<file path="src/rtl/fir_pkg.sv">
// Shared types and helpers for the complex FIR decimating summer.
package fir_pkg;

  typedef enum logic [1:0] {
    SHIFT = 2'd0,
    SUM   = 2'd1,
    OUT   = 2'd2
  } state_t;

  // Accumulator must absorb NUM_TAPS additions of DATA_WIDTH values without overflow.
  function automatic int acc_width(input int data_width, input int num_taps);
    return data_width + $clog2(num_taps);
  endfunction

endpackage

</file>
<file path="src/rtl/fir_complex_sum_decim.sv">
// Counts DECIM shifts of the tap chain, then sums the held tap products one per cycle
// for I and Q and writes the wrapped DATA_WIDTH result to the output FIFO.
module fir_complex_sum_decim
  import fir_pkg::*;
#(
  parameter int NUM_TAPS   = 20,
  parameter int DATA_WIDTH = 32,
  parameter int DECIM      = 8
) (
  input  logic                           clock,
  input  logic                           reset,
  input  logic                           in_empty,
  output logic                           tap_shift,
  input  logic [NUM_TAPS*DATA_WIDTH-1:0] tap_real_in,
  input  logic [NUM_TAPS*DATA_WIDTH-1:0] tap_imag_in,
  input  logic                           out_full,
  output logic                           out_wr_en,
  output logic [DATA_WIDTH-1:0]          out_real,
  output logic [DATA_WIDTH-1:0]          out_imag
);

  localparam int ACC_W = acc_width(DATA_WIDTH, NUM_TAPS);
  localparam int IDX_W = $clog2(NUM_TAPS);
  localparam int CNT_W = (DECIM > 1) ? $clog2(DECIM) : 1;
  localparam int EXT_W = ACC_W - DATA_WIDTH;
  localparam logic [IDX_W-1:0] LAST_TAP    = IDX_W'(NUM_TAPS - 1);
  localparam logic [CNT_W-1:0] LAST_SAMPLE = CNT_W'(DECIM - 1);

  state_t state, state_next;
  logic [CNT_W-1:0]      sample_cnt;
  logic [IDX_W-1:0]      tap_idx;
  logic [ACC_W-1:0]      acc_r, acc_i;
  logic [ACC_W-1:0]      sum_r, sum_i;
  logic [DATA_WIDTH-1:0] tap_r, tap_i;

  assign tap_r = tap_real_in[tap_idx*DATA_WIDTH +: DATA_WIDTH];
  assign tap_i = tap_imag_in[tap_idx*DATA_WIDTH +: DATA_WIDTH];
  assign sum_r = acc_r + {{EXT_W{tap_r[DATA_WIDTH-1]}}, tap_r};
  assign sum_i = acc_i + {{EXT_W{tap_i[DATA_WIDTH-1]}}, tap_i};

  // Strobes are gated by reset so nothing leaves the block during the reset cycle.
  always_comb begin
    state_next = state;
    tap_shift  = 1'b0;
    out_wr_en  = 1'b0;
    if (!reset) begin
      case (state)
        SHIFT: begin
          tap_shift = !in_empty;
          if (!in_empty && sample_cnt == LAST_SAMPLE) state_next = SUM;
        end
        SUM: begin
          if (tap_idx == LAST_TAP) state_next = OUT;
        end
        OUT: begin
          out_wr_en = !out_full;
          if (!out_full) state_next = SHIFT;
        end
        default: state_next = SHIFT;
      endcase
    end
  end

  always_ff @(posedge clock) begin
    if (reset) begin
      state      <= SHIFT;
      sample_cnt <= '0;
      tap_idx    <= '0;
      acc_r      <= '0;
      acc_i      <= '0;
      out_real   <= '0;
      out_imag   <= '0;
    end else begin
      state <= state_next;
      case (state)
        SHIFT: begin
          if (tap_shift) begin
            if (sample_cnt == LAST_SAMPLE) begin
              sample_cnt <= '0;
              tap_idx    <= '0;
              acc_r      <= '0;
              acc_i      <= '0;
            end else begin
              sample_cnt <= sample_cnt + 1'b1;
            end
          end
        end
        SUM: begin
          acc_r <= sum_r;
          acc_i <= sum_i;
          if (tap_idx == LAST_TAP) begin
            tap_idx  <= '0;
            out_real <= sum_r[DATA_WIDTH-1:0];
            out_imag <= sum_i[DATA_WIDTH-1:0];
          end else begin
            tap_idx <= tap_idx + 1'b1;
          end
        end
        default: ;
      endcase
    end
  end

endmodule

</file>
<file path="config.mk">
export PLATFORM = sky130hd
export DESIGN_NAME = fir_complex_sum_decim
export DESIGN_NICKNAME = d
export VERILOG_FILES = /design/src/rtl/fir_pkg.sv /design/src/rtl/fir_complex_sum_decim.sv
export SDC_FILE = /design/constraint.sdc
export NUM_CORES = 1
export LEC_CHECK = 0
export CAP_MARGIN = 30
export CORE_AREA = 2 2 531 533
export DETAILED_ROUTE_END_ITERATION = 16
export DIE_AREA = 0 0 533 535
export PLACE_DENSITY_LB_ADDON = 0.2
export SLEW_MARGIN = 20
export SYNTH_ARGS = -nofsm -noshare
export SYNTH_HDL_FRONTEND = slang
export SYNTH_SLANG_ARGS = --single-unit
</file>
<file path="constraint.sdc">
create_clock -name clock -period 13.5 [get_ports clock]
set_clock_uncertainty 0.1 [all_clocks]
set_input_delay 2.7 -clock clock [delete_from_list [all_inputs] [get_ports clock]]
set_output_delay 2.7 -clock clock [all_outputs]
set_load 0.05 [all_outputs]
</file>
[Word level (Yosys, flattened, before mapping)]
Cells that the tools add are included.
Storage, ports and cells
  output and inout bits: 66
  register bits: 148
  input port bits: 1284
  logic and storage cells: 48
Cells by class
  add/sub/neg operators: 4
  muxes and demuxes: 17
  reduce and logical (&&, ||, !) cells: 9
  equality and inequality tests: 9
  shift-type cells: 2
Operators by type and width (count)
  640-bit by 11-bit variable part select with 32-bit output: 2
  37-bit one-hot mux with 2 select lines: 2
  37-bit adder: 2
  37-bit 2-to-1 mux: 2
  5-bit 2-to-1 mux: 3
  2-bit inequality test (second input constant): 5
  5-bit one-hot mux with 2 select lines: 1
  2-bit 2-to-1 mux: 3
  2-bit one-hot mux with 3 select lines: 1
  3-bit AND reduction: 2
  5-bit by 1-bit adder with 5-bit output (second input constant): 1
  5-bit equality test (second input constant): 1
  1-bit 2-to-1 mux: 4
  2-bit AND reduction: 2
  3-bit by 1-bit adder with 3-bit output (second input constant): 1
  3-bit equality test (second input constant): 1
  3-bit 2-to-1 mux: 1
  2-bit by 1-bit equality test with 1-bit output (second input constant): 1
  2-bit equality test (second input constant): 1
  1-bit logical NOT: 2
  2-bit logical NOT: 1
  2-bit nonzero test: 1
  1-bit logical AND: 1

[Depth between registers and ports, before layout]
  depth in word-level cells: 5
  mapped depth: 21
  mapped depth without buffers: 16

[Worst setup path before layout]
OpenSTA, ideal clock, no wires.
  path type: input to output
  start: input reset
  end: output out_wr_en
  slack: 5958 ps
  required time: 10700 ps
  data arrival time: 4742 ps
  buffers on the path: 2
  stages on the path: 3
  cell sequence: clkbuf_1 -> buf_1 -> nor4b_1
On the way
  cells in the longest elaborated chain, start to end: 1
Ends and longest elaborated chain
  start: declaration: RTL line fir_complex_sum_decim.sv:11  | input logic reset,
  1-bit 2-to-1 mux: RTL line fir_complex_sum_decim.sv:46  | if (!reset) begin
  end: declaration: RTL line fir_complex_sum_decim.sv:17  | output logic out_wr_en,
Every way passes these cells.

[Final worst setup path]
  start: input in_empty
  end: output tap_shift
On the way
  cells in the longest elaborated chain, start to end: 3
Ends and longest elaborated chain
  start: declaration: RTL line fir_complex_sum_decim.sv:12  | input logic in_empty,
  1-bit logical NOT: RTL line fir_complex_sum_decim.sv:49  | tap_shift = !in_empty;
  1-bit 2-to-1 mux: RTL line fir_complex_sum_decim.sv:47  | case (state)
  1-bit 2-to-1 mux: RTL line fir_complex_sum_decim.sv:46
  end: declaration: RTL line fir_complex_sum_decim.sv:13  | output logic tap_shift,
Every way passes these cells.

==> flow_metrics.tcl <==
set metrics [dict create \
    rows 194 \
    hold_buffers 0 \
    clock-sinks 138 \
    yosys.area.top_type "mux4_2" \
    p_total_mw 1.57 \
    postSynthAreaPerCell_um2 10.7 \
    timing.final.crit_period_ps 7300 \
    grt_antenna_before_repair 230 \
    grt_overflow_total 0 \
    yosysTopAreaCellShare 0.478 \
    die_h_um 535 \
    cts_resized 0 \
    drive_gt1_frac 0.158 \
    hp-class "reg2reg" \
    final_cell_mix "1348 x clkdlybuf4s50_1, 380 x mux4_2, 217 x nand2_1" \
    seqPwrFrac 0.259 \
    worstSetupPathType "in2out" \
    port_buffers 1349 \
    avgViaCountPerCell 3.29 \
    clkLatencyLatePin_ps 480 \
    ys_warn_count 0 \
    finalCritPeriodShare 0.540 \
    post-place-cells 6633 \
    worstPathArrival_ps 4500 \
    cts_setup_buffers 0 \
    cts_tree "built" \
    grt_pass1_vias 22499 \
    coreArea_um2 279000 \
    htreeDepth 4 \
    firstDrtPassIters 5 \
    ir_drop_v 0.0000738 \
    worst_pin_slew_ps 1110 \
    p_sw_mw 0.475 \
    rsz0062_at_grt "false" \
    status "complete, no violations" \
    cts_buffer_depth 2 \
    path_max_fanout 5 \
    switching_share 0.302 \
    syn_nets 3031 \
    fin_nets 4279 \
    die_w_um 533 \
    relSlewSlack 0.254 \
    yosysSeqAreaShare 0.154 \
    ys_ff_latch 138 \
    worst_setup_path_start_kind "input pin" \
    root_buffer "clkbuf_16" \
    synth.distinct_cells 67 \
    vias 22075 \
    synthTopCellsByArea "mux4_2 48%, dfxtp_1 15%, nand2_1 4.5%" \
    cap_violations 0 \
    fin_util 0.131 \
    slew_violations 0 \
    gp_congestion 0.932 \
    cts.reportedPaths.clkPinSlew_ps 60 \
    grt_pass1_wl_um 280000 \
    grt_max_degree 96 \
    async_flop_share 0 \
    fin_tns_setup_ps 0 \
    wl_per_cell_um 34.2 \
    p_comb_frac 0.421 \
    drt_wl_total_um 229000 \
    final_common_cell "clkdlybuf4s50_1" \
    crit_required_ps 10700 \
    drtIter0Drc 1505 \
    hold_viol_final 0 \
    io_pins 1350 \
    end_kind "output pin" \
    ant_nets 0 \
    finalSetupViolCount 0 \
    syn_area_um2 17900 \
    syn_to_final_growth_pct 104 \
    leakagePower_nw 11.2 \
    grt_use_total 0.155 \
    ys.flop_type "dfxtp_1" \
    power.internal_mw 1.10 \
    final_cells 6709 \
    synth_edf_count 0 \
    synthCells 1680 \
    dp_hpwl_um 207000 \
    die-area_um2 285000 \
    cts_buffers 17 \
    power.clock.fraction 0.320 \
    start_util 0.0643 \
    drc_errors 0 \
    pwr_density_cell_nw_per_um2 43.0 \
    fmax_ghz 0.137 \
]
==> power groups by stage <==
stage                     combinational [mW]  sequential (mW)  clock [mW]
after floorplan                        0.137            0.417           0
after global placement                 0.669            0.416           0
final                                  0.662            0.407       0.503
after CTS                              0.674            0.407       0.522
after detailed placement               0.670            0.416           0
after global routing                   0.695            0.406       0.535
==> critical path: stages <==
cell	delay (ps)
clkdlybuf4s50_1	440
or3_1	400
nor2_1	120
clkdlybuf4s50_1	840
==> routing by layer <==
layer,vias up,wire (µm),GRT usage
met4,94,3530,0.0173
met1,11027,102000,0.207
li1,9280,-,-
met2,1357,104000,0.250
met5,-,603,0
met3,317,19500,0.0491
==> flip-flops by register name (all words and copies together), names as in the netlist <==
signal	flops
acc_i	32
acc_r	32
out_imag	32
out_real	32
tap_idx	5
sample_cnt	3
state	2
==> stage by stage <==
stage / hold slack [ps] / setup slack (ps) / instance area [µm²]
detailed placement: 348 / 5930 / 35800
CTS: 357 / 6190 / 36400
global route: 370 / 6120 / 36500
floorplan: 330 / 5960 / 17900
finish: 357 / 6200 / 36500
global placement: 345 / 5900 / 35800
==> final timing paths <==
check / from / end / slack [ps] / cells after the start
hold / removal: out_real[4] / out_real[4] / 360 / 2
hold reg to reg: out_real[4] / out_real[4] / 360 / 2
setup / recovery: in_empty / tap_shift / 6200 / 4
setup reg to reg: tap_idx[0] / out_real[30] / 6750 / 17
==> cell families (layout without fill, tap and decap cells) <==
family | Yosys count | in the layout | share of synthesized area
buffers and inverters | 225 | 1486 | 0.0507
xor gates and xnor gates | 59 | 59 | 0.0288
AOI/OAI and AO/OA | 392 | 392 | 0.137
and+or+nand+nor | 412 | 412 | 0.100
muxes | 387 | 387 | 0.482
DFF | 138 | 138 | 0.154
other | 0 | 44 | 0
adders and majority gates | 67 | 67 | 0.0476
==> final cells by class <==
cell class | count | area [µm²]
fill | 31504 | 242000
inverter | 74 | 278
clock inverter | 13 | 135
timing repair buffer | 1380 | 13800
multi-input combinational | 1317 | 14300
sequential | 138 | 2780
tap | 3724 | 4660
antenna | 44 | 110
clock buffer | 19 | 454
==> cells in the mapped netlist, types with 21 or more instances <==
master / count
mux4_2: 380
clkinv_1: 22
inv_1: 52
o21ai_1: 78
a22oi_1: 30
dfxtp_1: 138
xnor2_1: 30
ha_1: 65
nor2_1: 94
a22o_1: 21
a21oi_1: 122
o21ai_0: 26
clkbuf_1: 88
xor2_1: 29
a21o_1: 22
nand2_1: 217
nor3_1: 23
buf_2: 39
buf_1: 21
Note: power is estimated with default switching activity, not from simulation.
